$ cat config.mk
export PLATFORM = sky130hd
export DESIGN_NAME = permutation_ctrl
export DESIGN_NICKNAME = d
export VERILOG_FILES = /design/src/rtl/permutation_ctrl.sv
export SDC_FILE = /design/constraint.sdc
export NUM_CORES = 1
export LEC_CHECK = 0
export ABC_CLOCK_PERIOD_IN_PS = 3050
export BUFFER_PORTS_ARGS = -buffer_cell sky130_fd_sc_hd__buf_2
export CAP_MARGIN = 30
export CORE_AREA = 10 10 47 49
export CTS_CLUSTER_DIAMETER = 40
export DETAILED_ROUTE_END_ITERATION = 10
export DIE_AREA = 0 0 57 59
export PLACE_DENSITY = 0.69
export SLEW_MARGIN = 15
export SYNTH_ARGS = -nofsm -noshare
export SYNTH_HDL_FRONTEND = slang
export SYNTH_SLANG_ARGS = --single-unit
export TNS_END_PERCENT = 20
$ cat constraint.sdc
create_clock -name clock_i -period 3.05 [get_ports clock_i]
set_input_delay 0.305 -clock clock_i [delete_from_list [all_inputs] [get_ports clock_i]]
set_output_delay 0.305 -clock clock_i [all_outputs]
set_load 0.01 [all_outputs]
$ cat src/rtl/permutation_ctrl.sv
// Round sequencer for the Ascon permutation: issues rounds 12-N..11, one per clock.
// Optional ASCON_PERM_ABORT_EN adds abort_i to cancel a running permutation.
module permutation_ctrl #(
  parameter int ROUNDS_A = 12,
  parameter int ROUNDS_B = 6
) (
  input  logic       clock_i,
  input  logic       reset_i,
  input  logic       start_i,
  input  logic       mode_i,
`ifdef ASCON_PERM_ABORT_EN
  input  logic       abort_i,
`endif
  output logic       ready_o,
  output logic       busy_o,
  output logic       select_o,
  output logic       enable_o,
  output logic [3:0] round_o,
  output logic       done_o
);

  typedef enum logic [1:0] {
    IDLE = 2'd0,
    RUN  = 2'd1,
    DONE = 2'd2
  } state_t;

  localparam logic [3:0] START_A = 4'(12 - ROUNDS_A);
  localparam logic [3:0] START_B = 4'(12 - ROUNDS_B);
  localparam logic [3:0] LAST_ROUND = 4'd11;

  state_t     r_state;
  logic [3:0] r_round;
  logic       r_ready;
  logic       r_busy;
  logic       r_done;

  logic       w_accept;
  logic       w_abort;
  logic [3:0] w_start;

  assign w_accept = (r_state != RUN) && start_i;
  assign w_start  = mode_i ? START_B : START_A;

`ifdef ASCON_PERM_ABORT_EN
  assign w_abort = (r_state == RUN) && abort_i;
`else
  assign w_abort = 1'b0;
`endif

  // Mealy datapath controls: the acceptance cycle itself loads the external state as round S.
  always_comb begin
    enable_o = 1'b0;
    select_o = 1'b0;
    round_o  = 4'd0;
    if (w_accept) begin
      enable_o = 1'b1;
      round_o  = w_start;
    end else if (r_state == RUN) begin
      enable_o = ~w_abort;
      select_o = 1'b1;
      round_o  = r_round;
    end
  end

  always_ff @(posedge clock_i or posedge reset_i) begin
    if (reset_i) begin
      r_state <= IDLE;
      r_round <= 4'd0;
      r_ready <= 1'b1;
      r_busy  <= 1'b0;
      r_done  <= 1'b0;
    end else begin
      r_done <= 1'b0;
      if (w_accept) begin
        r_state <= RUN;
        r_round <= w_start + 4'd1;
        r_ready <= 1'b0;
        r_busy  <= 1'b1;
      end else if (r_state == RUN) begin
        // Abort outranks the final-round transition so no done pulse escapes.
        if (w_abort) begin
          r_state <= IDLE;
          r_round <= 4'd0;
          r_ready <= 1'b1;
          r_busy  <= 1'b0;
        end else if (r_round == LAST_ROUND) begin
          r_state <= DONE;
          r_ready <= 1'b1;
          r_busy  <= 1'b0;
          r_done  <= 1'b1;
        end else begin
          r_round <= r_round + 4'd1;
        end
      end else begin
        r_state <= IDLE;
        r_ready <= 1'b1;
        r_busy  <= 1'b0;
      end
    end
  end

  assign ready_o = r_ready;
  assign busy_o  = r_busy;
  assign done_o  = r_done;

endmodule

## Yosys cells after proc, flatten, opt, wreduce, memory -nomap -nowiden

Cells that the tools add are included.

- Bits in read-only memories: 0
- Latch bits: 0
- Bits in writable memories: 0
- Memories: 0
- Bits of input ports: 4
- Output and inout port bits: 9
- Flip-flop bits (word level): 9
- Word-level logic and storage cells: 36

- $mul: 0
- $lt $le $gt $ge: 0
- Muxes and demuxes: 21
- Reductions and logical operators: 3
- Bitwise logic cells: 0
- Add/subtract/negate cells: 2
- Shift operators: 0
- Divide/modulo/power cells: 0
- Equal/unequal tests: 5

Operators by type and width:

| kind | number |
|---|---|
| 4-bit 2-to-1 mux | 5 |
| 1-bit 2-to-1 mux | 12 |
| 2-bit 2-to-1 mux | 3 |
| 3-bit by 1-bit adder with 4-bit output, second input constant | 1 |
| 4-bit by 1-bit adder with 4-bit output, second input constant | 1 |
| 4-bit equality test, second input constant | 1 |
| 3-bit 2-to-1 mux | 1 |
| 3-bit by 2-bit inequality test with 1-bit output, second input constant | 1 |
| 2-bit by 1-bit equality test with 1-bit output, second input constant | 1 |
| 2-bit by 1-bit inequality test with 1-bit output, second input constant | 1 |
| 2-bit inequality test, second input constant | 1 |
| 2-bit AND reduction | 1 |
| 2-bit nonzero test | 1 |
| 1-bit logical AND | 1 |

## Logic depth before layout (Yosys ltp)

- Word-level depth: 4
- Mapped depth: 8
- Mapped depth without buffers: 7

## Least setup slack after synthesis

Ideal clock, no wire load.

- Path type: register -> register
- Start point: reg r_state[1]
- End point: reg r_round[2]
- Cell stages (with the launch flop): 9
- Path buffers: 1
- Slack: 1.182 ns
- Arrival time: 1.742 ns
- Setup time: 0.126 ns
- Period minus slack after synthesis: 1.868 ns
- Data required time: 2.924 ns
- Cell sequence: dfrtp_1 > nand2b_4 > buf_6 > and3_4 > a21o_1 > ha_1 > nor2b_1 > a32o_1 > a221o_1

- Longest elaborated chain between the ends: 4
- Elaborated cells on any way between the ends: 7
- Classes of those cells: eq/ne: 3; mux: 1; reduce/logical: 3

Ends and longest elaborated chain:

| element | line | text |
|---|---|---|
| from (decl) | 32 | `state_t r_state;` |
| from (signal assigned) | 68 | `r_state <= IDLE;` |
| from (signal assigned) | 76 | `r_state <= RUN;` |
| from (signal assigned) | 83 | `r_state <= IDLE;` |
| 2-bit by 1-bit inequality test with 1-bit output | 42 | `assign w_accept = (r_state != RUN) && start_i;` |
| 1-bit logical AND | 42 |  |
| 2-bit inequality test (no source line) / 2-bit nonzero test (equally long branches) | n/a |  |
| 2-bit AND reduction (no source line) | n/a |  |
| to (signal assigned) | 77 | `r_round <= w_start + 4'd1;` |
| to (signal assigned) | 93 | `r_round <= r_round + 4'd1;` |
| to (decl) | 33 | `logic [3:0] r_round;` |

Parallel ways exist; a longest one is shown, timed or not.
A chain may end at the register's enable or synchronous reset.

## Worst setup path in the final report

Same ends and word-level chain as after synthesis.

==> out/metrics.cfg <==
[synth]
synthesis.yosys.warnings=0
synth_area_sq_um=477
synthesis.nets=50
yosysUniqueCellTypes=28
syn-instance-count=45
syn_avg_cell_area_sq_um=10.6
ys_seq_elements=8
ys_seq_area_share_pct=42.3

[sta]
fin_crit_sh_pct=61.5
worstMarginPinSlew_ns=0.306
hold_viol=0
final-setup-viol-count=0
setup_tns_ns=0
slew_violations=0
slew_headroom_pct=79.6
period_minus_slack_ns=1.88
rsz0062_at_grt=false
fin_skew_ns=0.0121
fmax_ghz=0.533

[critical_path]
critPathArrivalTime_ns=2.03
critPathKind=register to register
rrSetupSlack_ns=1.17
path_max_fanout=7
start_kind=register
setup.worst_path.end_class=register
crit_required_ns=3.21

[finish]
final_nets=66
drive_gt1_share_pct=35.0
mostFrequentLayoutCells=buf_2 (12), dfrtp_1 (7)
antenna_cells=0
fillers=152
areaGrowthSynthToFinish_pct=21.0
layout_commonest_cell=buf_2
fin_cells=76
design_area_sq_um=577

[floorplanning]
num_io_pins=13
coreArea_sq_um=1400
die_y_um=59
die_area_sq_um=3360
die_w_um=57
start_util_pct=34.0
rows=14

[place]
dpl_cell_area_sq_um=541
dpl.cell_count=71
port_buffers=12
dpl.hpwl_um=787
routabilityCongestion=0.747

[drt]
via_count=413
via_per_inst=5.43
wirelength_um=1060
drt_pre_antenna_iters=4
ant_nets=0
drc=0
avgRoutedWirePerCell_um=13.9
drt_iter0_drc=18

[hold_path]
min_path_type=input port to register

[clock_network]
hold_buffers=1
cts_buffer_depth=2
cts_buffers=3
clk_pin_slew_ns=0.06
clk_latency_ns=0.27
cts.sinks=8
cts_setup_buffers=0
htree_levels=1
cts_tree=built
cts-root-buf=clkbuf_4
ctsResizeCount=0

[pwr]
p_per_area_nw_per_um2=1260
clock_power_share_pct=12.6
p_seq_share_pct=30.1
switching_power_uw=302
internal-power_uw=422
irDropWorstVdd_mv=0.434
power.leakage_uw=0.000278
pwr-share-comb_pct=57.3
finalPower_uw=725
swShare_pct=41.7

[grt]
grt_start_max_net_pins=11
grt_pass1_wl_um=1700
grt_pass1_vias=379
grt_usage_pct=6.46
overflow=0
antenna_found_initial=0

[outcome]
outcome=complete, no violations

[flow_run]
max_cap_viol_count=0

==> metal layers <==
| layer | up-vias | wire [um] | GRT usage (%) |
|---|---|---|---|
| met3 | 2 | 65 | 3.00 |
| met4 | 0 | 21 | 4.03 |
| met1 | 205 | 467 | 7.56 |
| met2 | 13 | 501 | 9.30 |
| li1 | 193 | - | - |
| met5 | - | 0 | 0 |
==> worst max-delay path, cell delays in order, from the launching register on <==
cell      delay, ns
dfrtp_1        0.38
nand2b_4       0.19
and3_4         0.21
a21o_1         0.15
ha_1           0.20
nor2b_1        0.14
a32o_1         0.25
a221o_1        0.25
==> kinds of logic after synthesis <==
family	after synthesis	share of synthesized area (%)
compound gates	10	17.3
fa+ha+maj	1	2.62
flops	8	42.3
simple gates	19	28.1
buf+inv	6	7.61
mux	1	2.10
==> path summary, 6_finish.rpt <==
check	to	from	cells past startpoint
setup / recovery	r_round[2]	r_state[1]	7
hold / removal	r_round[0]	start_i	3
setup reg to reg	r_round[2]	r_state[1]	7
hold reg to reg	r_round[3]	r_round[3]	1
max in group asynchronous	ready_o	reset_i	3
min in group asynchronous	r_round[1]	reset_i	3
==> power groups by stage <==
stage	Sequential [uW]	Combinational (uW)	Clock, uW
after detailed placement	217	421	0
after global placement	216	414	0
after CTS	216	424	93.0
after floorplan	202	335	0
after global routing	224	459	103
final	218	415	91.6
==> cell usage after synthesis (all sizes together) <==
cell type | instances | area share (%)
and3 | 1 | 2.4
o31a | 1 | 1.8
ha | 1 | 2.6
nor2b | 1 | 1.3
dfstp | 1 | 5.5
nor4b | 1 | 1.8
nor3 | 1 | 1.0
mux2i | 1 | 2.1
o21a | 1 | 1.6
and4b | 1 | 2.1
a32o | 1 | 2.1
nor2 | 2 | 1.6
nand3b | 1 | 1.6
inv | 4 | 4.2
a221o | 2 | 4.2
a21oi | 1 | 1.0
and2 | 5 | 7.6
dfrtp | 7 | 37
nor4bb | 1 | 2.1
a21o | 3 | 4.7
a211o | 1 | 1.8
nand2 | 2 | 1.6
nand2b | 1 | 2.9
buf | 2 | 3.4
nand3 | 2 | 2.1
==> sequential cells by signal (all words and copies together) (netlist names) <==
name and cells:
ready_o 1, r_round 4, r_state 2, done_o 1
==> per-stage QoR <==
stage / utilization, % / hold WS (ns) / setup WS (ns)
after detailed placement: 38.6 / 0.274 / 1.16
after CTS: 41.2 / 0.398 / 1.17
final: 41.2 / 0.390 / 1.17
after global placement: 38.6 / 0.275 / 1.19
after floorplan: - / 0.120 / 1.18
after global routing: 41.2 / 0.417 / 1.09
==> cell type report <==
cell class / count / area [sq um] / share of cell area (%)
well taps: 16 / 20.0 / 3.47
flip-flops and latches: 8 / 201 / 34.9
multi-input cells: 31 / 239 / 41.4
repair buffers: 13 / 70.1 / 12.1
clock buffers: 4 / 26.3 / 4.56
inverters: 4 / 20.0 / 3.47
No activity file was read; power rests on OpenSTA's default activity.
